`config.mk`:
```
export PLATFORM = sky130hd
export DESIGN_NAME = rv32_wb_data_master
export DESIGN_NICKNAME = d
export VERILOG_FILES = /design/src/rtl/rv32_wb_data_master.sv
export SDC_FILE = /design/constraint.sdc
export NUM_CORES = 1
export LEC_CHECK = 0
export BUFFER_PORTS_ARGS = -buffer_cell sky130_fd_sc_hd__buf_2
export CORE_ASPECT_RATIO = 0.75
export CORE_UTILIZATION = 41
export CTS_CLUSTER_DIAMETER = 30
export DETAILED_ROUTE_END_ITERATION = 8
export PLACE_DENSITY = 0.75
export SYNTH_ARGS = -nofsm -noshare
export SYNTH_HDL_FRONTEND = slang
export SYNTH_SLANG_ARGS = --single-unit
```
`constraint.sdc`:
```
create_clock -name clk_i -period 1.7 [get_ports clk_i]
set_input_delay 0.085 -clock clk_i [delete_from_list [all_inputs] [get_ports clk_i]]
set_output_delay 0.085 -clock clk_i [all_outputs]
set_load 0.005 [all_outputs]
```
`src/rtl/rv32_wb_data_master.sv`:
```
// ---------------------------------------------------------------------------
// rv32_wb_data_master
//   Wishbone classic single-transfer master for CPU data accesses.
//
//   Any memory-stage request whose address bits [31:28] equal REGION_SEL is
//   sent as one Wishbone transfer. The pipeline is frozen (stall_o) until the
//   slave answers. A timeout aborts the transfer if the slave never answers.
//
//   Ports
//     clk_i, rst_n_i            clock, asynchronous active-low reset
//     req_valid_i/write/be/addr/wdata
//                               memory-stage request (lane-aligned data/be)
//     stall_o                   freeze pipeline while a transfer is pending
//     rdata_o                   read data of last completed load (0 on error)
//     rdata_valid_o             one-cycle pulse: transfer completed
//     bus_err_o                 one-cycle pulse: ended by err or timeout
//     wb_*                      Wishbone classic master interface
// ---------------------------------------------------------------------------
module rv32_wb_data_master #(
    parameter logic [3:0] REGION_SEL     = 4'h2,
    parameter int         TIMEOUT_CYCLES = 255,
    parameter int         TIMEOUT_W      = 8
) (
    input  logic        clk_i,
    input  logic        rst_n_i,
    input  logic        req_valid_i,
    input  logic        req_write_i,
    input  logic [3:0]  req_be_i,
    input  logic [31:0] req_addr_i,
    input  logic [31:0] req_wdata_i,
    output logic        stall_o,
    output logic [31:0] rdata_o,
    output logic        rdata_valid_o,
    output logic        bus_err_o,
    output logic        wb_cyc_o,
    output logic        wb_stb_o,
    output logic        wb_we_o,
    output logic [3:0]  wb_sel_o,
    output logic [31:0] wb_adr_o,
    output logic [31:0] wb_dat_o,
    input  logic [31:0] wb_dat_i,
    input  logic        wb_ack_i,
    input  logic        wb_err_i
);

    typedef enum logic [1:0] {
        S_IDLE,
        S_BUS,
        S_DONE
    } state_e;

    localparam logic [TIMEOUT_W-1:0] TO_LAST = TIMEOUT_W'(TIMEOUT_CYCLES - 1);

    state_e                state_q, state_d;
    logic                  cyc_q, cyc_d;
    logic                  we_q, we_d;
    logic [3:0]            sel_q, sel_d;
    logic [31:0]           adr_q, adr_d;
    logic [31:0]           dat_q, dat_d;
    logic [TIMEOUT_W-1:0]  cnt_q, cnt_d;
    logic [31:0]           rdata_q, rdata_d;
    logic                  rvalid_q, rvalid_d;
    logic                  berr_q, berr_d;
    logic                  stall;
    logic                  hit;
    logic                  xfer_end;

    assign hit = req_valid_i && (req_addr_i[31:28] == REGION_SEL);

    always_comb begin
        state_d  = state_q;
        cyc_d    = cyc_q;
        we_d     = we_q;
        sel_d    = sel_q;
        adr_d    = adr_q;
        dat_d    = dat_q;
        cnt_d    = cnt_q;
        rdata_d  = rdata_q;
        rvalid_d = 1'b0;
        berr_d   = 1'b0;
        stall    = 1'b0;
        xfer_end = 1'b0;

        case (state_q)
            S_IDLE: begin
                stall = hit;
                if (hit) begin
                    adr_d   = req_addr_i;
                    dat_d   = req_wdata_i;
                    we_d    = req_write_i;
                    sel_d   = req_write_i ? req_be_i : 4'hF;
                    cyc_d   = 1'b1;
                    cnt_d   = '0;
                    state_d = S_BUS;
                end
            end
            S_BUS: begin
                stall = 1'b1;
                cnt_d = cnt_q + 1'b1;
                // err has priority over ack; a timeout is treated as an err
                if (wb_err_i || (!wb_ack_i && cnt_q == TO_LAST)) begin
                    rdata_d  = '0;
                    berr_d   = 1'b1;
                    xfer_end = 1'b1;
                end else if (wb_ack_i) begin
                    if (!we_q) rdata_d = wb_dat_i;
                    xfer_end = 1'b1;
                end
                if (xfer_end) begin
                    cyc_d    = 1'b0;
                    rvalid_d = 1'b1;
                    state_d  = S_DONE;
                end
            end
            // Inputs still hold the request just served; never relaunch it.
            S_DONE:  state_d = S_IDLE;
            default: state_d = S_IDLE;
        endcase
    end

    always_ff @(posedge clk_i or negedge rst_n_i) begin
        if (!rst_n_i) begin
            state_q  <= S_IDLE;
            cyc_q    <= 1'b0;
            we_q     <= 1'b0;
            sel_q    <= '0;
            adr_q    <= '0;
            dat_q    <= '0;
            cnt_q    <= '0;
            rdata_q  <= '0;
            rvalid_q <= 1'b0;
            berr_q   <= 1'b0;
        end else begin
            state_q  <= state_d;
            cyc_q    <= cyc_d;
            we_q     <= we_d;
            sel_q    <= sel_d;
            adr_q    <= adr_d;
            dat_q    <= dat_d;
            cnt_q    <= cnt_d;
            rdata_q  <= rdata_d;
            rvalid_q <= rvalid_d;
            berr_q   <= berr_d;
        end
    end

    // stall is combinational from the request; gate it so it is 0 in reset.
    assign stall_o       = rst_n_i & stall;
    assign rdata_o       = rdata_q;
    assign rdata_valid_o = rvalid_q;
    assign bus_err_o     = berr_q;
    assign wb_cyc_o      = cyc_q;
    assign wb_stb_o      = cyc_q;
    assign wb_we_o       = we_q;
    assign wb_sel_o      = sel_q;
    assign wb_adr_o      = adr_q;
    assign wb_dat_o      = dat_q;

endmodule
```
### Yosys cells after proc, flatten, opt, wreduce, memory -nomap -nowiden

Index checks and enable logic that the tools add are counted.

* $add $sub $neg: 1
* equality and inequality tests: 6
* multiplexer cells: 20
* bitwise gates (word level): 1
* reductions and logical operators: 12

Operators with widths (number)
* $mux 32: 3
* $pmux 8 s2: 1
* $mux 1: 9
* $add 8x1->8 const B: 1
* $eq 8x8->1 const B: 1
* $mux 8: 1
* $reduce_and 2->1: 3
* $reduce_and 3->1: 2
* $eq 4x2->1 const B: 1
* $mux 2: 2
* $mux 4: 1
* $ne 2x2->1 const B: 2
* $pmux 1 s2: 2
* $pmux 2 s2: 1
* $reduce_bool 2->1: 2
* $eq 2x1->1 const B: 1
* $logic_and 1x1->1: 2
* $logic_not 2->1: 1
* $ne 2x1->1 const B: 1
* $and 1x1->1: 1
* $logic_not 1->1: 1
* $logic_or 1x1->1: 1

* register bits after elaboration: 114
* bits of input ports: 106
* logic and storage cells: 50

### Longest topological paths before layout

* word-level depth: 7
* gate-level depth with buffers: 7
* depth with buffers taken out: 6

### Worst setup path before layout

No wires, ideal clock.

* path kind: reg2reg
* start point: reg cnt_q[0]
* end point: reg rdata_q[10], in the netlist rdata_o[10]
* data arrival time: 1.604 ns
* data required time: 1.634 ns
* setup slack: 0.030 ns
* cell stages (with the launch flop): 8
* cells stage by stage: dfrtp_1 -> inv_1 -> ha_1 -> and4b_1 -> and3_4 -> o31ai_4 -> buf_6 -> a22o_1

* word-level cells in the longest chain between the ends: 5
* elaborated cells between the ends (all ways): 7
* those cells by class: 2 x eq/ne; 1 x mux; 4 x reduce/logical

Ends and longest elaborated chain
* start: declaration: line 60 `logic [TIMEOUT_W-1:0] cnt_q, cnt_d;`
* start signal: assignment: line 140 `cnt_q <= cnt_d;`
* $eq 8x8->1 *: line 101 `if (wb_err_i || (!wb_ack_i && cnt_q == TO_LAST)) begin`
* $logic_and 1x1->1 *: line 101
* $logic_or 1x1->1 *: line 101
* $ne 2x1->1 (no source line) / $reduce_bool 2->1 (equally long branches)
* $reduce_and 3->1 (no source line)
* end signal: assignment: line 141 `rdata_q <= rdata_d;`
* end: declaration: line 61 `logic [31:0] rdata_q, rdata_d;`

Mark *: on every way between the ends. The rest lies on a longest branch, timed or not.
A chain may end at the register's enable or synchronous reset.

### Worst setup path in the final report

* start point: reg state_q[0]
* end point: reg dat_q[7], in the netlist wb_dat_o[7]

* word-level cells in the longest chain between the ends: 2

Ends and longest elaborated chain
* start: declaration: line 54 `state_e state_q, state_d;`
* start signal: assignment: line 134 `state_q <= state_d;`
* $logic_not 2->1: line 84 `case (state_q)`
* $reduce_and 2->1 (no source line)
* end signal: assignment: line 139 `dat_q <= dat_d;`
* end: declaration: line 59 `logic [31:0] dat_q, dat_d;`

Every way passes these cells.

==> impl_metrics.tcl <==
set metrics [dict create \
    hold_viol 0 \
    ys_warn_count 0 \
    hold_depth 3 \
    numCtsBuffers 17 \
    cts-htree-levels 4 \
    path_class "reg2reg" \
    pin_count 212 \
    grt_pass1_vias 3842 \
    fin_nets 731 \
    dp_hpwl_um 7230 \
    gp_congestion 0.759 \
    clock_path_buffers 2 \
    avgSynthCellArea_um2 15.2 \
    cts_tree "yes" \
    skew_ns 0.00490 \
    power_leakage_nw 3.84 \
    setup_viol 18 \
    ys.flop_type "dfrtp_1" \
    synth_top_cell_by_area "dfrtp_1" \
    die_w_um 121 \
    ys_seq_area_frac 0.655 \
    min_path_type "in2reg" \
    vias_per_cell 4.80 \
    wl_met1_um 5710 \
    num_vias 3702 \
    drc 0 \
    overflow 0 \
    yosys_register_bits 114 \
    power.total_mw 8.85 \
    drt.antenna.violating_nets 0 \
    clockRootBuffer "clkbuf_16" \
    min_to "wb_cyc_o" \
    synthesis.nets 395 \
    antenna_found_initial 0 \
    fp-row-count 32 \
    yosysMostFrequentCell "dfrtp_1" \
    grt_pass1_wl_um 20200 \
    grt_max_degree 78 \
    rsz0062_at_grt "true" \
    r2r_cells 5 \
    yosys-top-cells-area "dfrtp_1, mux2_2, a22o_1" \
    fin_area_um2 7410 \
    clock_sinks 114 \
    antenna_cells 0 \
    synthArstFlopShare 1.00 \
    cp_max_fo 21 \
    startpoint_type "flop" \
    cp.arrival_ns 2.01 \
    die_h_um 91.2 \
    yosys.area.top_type_share 0.655 \
    coreArea_um2 10300 \
    r2r_end "wb_dat_o[7]" \
    timing.final.crit_share 1.02 \
    die_area_um2 11000 \
    place_area_um2 5610 \
    met2WireLength_um 6210 \
    period_needed_ns 1.73 \
    drt_iter0_drc 131 \
    dr.max_layer_used "met4" \
    synth_common_cells "dfrtp_1, mux2_2, a22o_1, o21ai_0, buf_6" \
    wl_met3_um 990 \
    powerDensity_nw_per_um2 1190 \
    finalSetupTns_ns -0.400 \
    violations "negative setup slack" \
    crit_required_ns 1.98 \
    layout.cells.non_filler 772 \
    r2r_slack_ns -0.03 \
    clock_latency_ns 0.40 \
    max_freq_mhz 577 \
    fin_ws_ns -0.0346 \
    first_pass_iters 4 \
    clkTransAtPathRegs_ns 0.05 \
    crit-reg2reg-launch "state_q[0]" \
    n_fill_cell 649 \
    worst_pin_slew_ns 0.484 \
    synth_cell_types 30 \
    outcome "complete, but fails checks" \
    slew_viol_final 0 \
    start_util 0.423 \
    grt_usage 0.241 \
    irDropWorstVdd_mv 0.745 \
    synth-edff-count 0 \
    hp-start "req_addr_i[28]" \
    synth_cells 287 \
    place_ws_ns 0.0179 \
    maxCapViolations 0 \
    routed_wl_um 13000 \
    final_layout_size_suffix_gt1_frac 0.525 \
    relSlewSlack 0.677 \
    placed_cells 628 \
    wl_per_cell_um 16.9 \
    critPathCaptureType "flop" \
    portBuffers 211 \
    synth_area_um2 4350 \
    area_delta_synth_final_pct 70.3 \
]
-- critical path, cell delays in order (launching register included) --
cell and delay [ns]:
dfrtp_1 0.42, nor4b_4 0.34, nand2_4 0.10, buf_4 0.18, bufbuf_16 0.30, mux2_2 0.27
-- logic make-up after synthesis --
group / after synthesis / synth area share
flops: 114 / 0.655
fa+ha+maj: 2 / 0.00575
compound gates: 52 / 0.0946
buf+inv: 20 / 0.0325
mux: 61 / 0.158
xor+xnor: 1 / 0.00201
simple gates: 37 / 0.0520
-- sequential cells by signal, indices dropped and copies added, names as in the netlist, 2 cells and up --
register	count
wb_adr_o	32
state_q	2
wb_dat_o	32
wb_sel_o	4
cnt_q	8
rdata_o	32
-- stage by stage --
step                hold slack (ns)  utilization
floorplan                    -0.211            -
global placement            -0.0197        0.545
detailed placement          -0.0153        0.545
CTS                          0.0889        0.710
global route                  0.102        0.720
finish                        0.113        0.720
-- report_power, final --
part           switching [mW]  internal, mW
combinational           0.676          1.06
sequential              0.350          3.30
clock                    1.24          2.23
-- layout make-up --
cell class,instances,area [um2],share of cell area
flip-flops and latches,114,2850,0.385
repair buffers,334,2400,0.324
multi-input cells,153,1390,0.188
clock buffers,19,453,0.0611
well taps,136,170,0.0230
clock inverters,13,135,0.0182
inverters,3,11.3,0.00152
-- repair_timing --
action,in CTS,in global routing
endpoints found under the setup margin,1,101
pin swaps,2,30
hold buffers,100,0
hold endpoints to repair,212,0
gates cloned,2,3
gates resized for setup,2,3
buffers inserted,4,4
-- layout by cell type (no fill, tap or decap), types with 3 or more instances in the layout --
cell type      synthesis  layout
a22o_1                33      33
and2_1                 3       3
buf_12                 0       6
buf_2                  2     210
buf_4                  1      13
clkbuf_16              0      19
clkinv_2               0       4
clkinvlp_4             0       5
dfrtp_1              114     114
dlygate4sd3_1          0     100
inv_1                  3       3
mux2_2                61      61
nand2_1                6       5
nand2b_1               3       3
nand3_1                7       7
nand4_1                3       3
nor2_1                 3       3
nor2b_1                5       5
o21ai_0               11      10
-- worst max path at each step --
stage	startpoint	to	slack, ns	depth (start not counted)
6_report	state_q[0]	wb_dat_o[7]	-0.03	5
2_1_floorplan	cnt_q[0]	rdata_o[10]	0.03	7
4_1_cts	state_q[0]	wb_dat_o[10]	-0.05	5
5_1_grt	state_q[0]	wb_dat_o[0]	-0.1	5
3_3_place_gp	cnt_q[0]	rdata_o[19]	0.1	7
3_5_place_dp	cnt_q[0]	rdata_o[28]	0.02	7
-- per-layer routing --
layer	vias to the layer above	GRT usage
met3	13	0.0735
met1	1793	0.314
met2	174	0.396
met4	0	0.0525
li1	1722	-
met5	-	0
No activity file was read; power rests on OpenSTA's default activity.
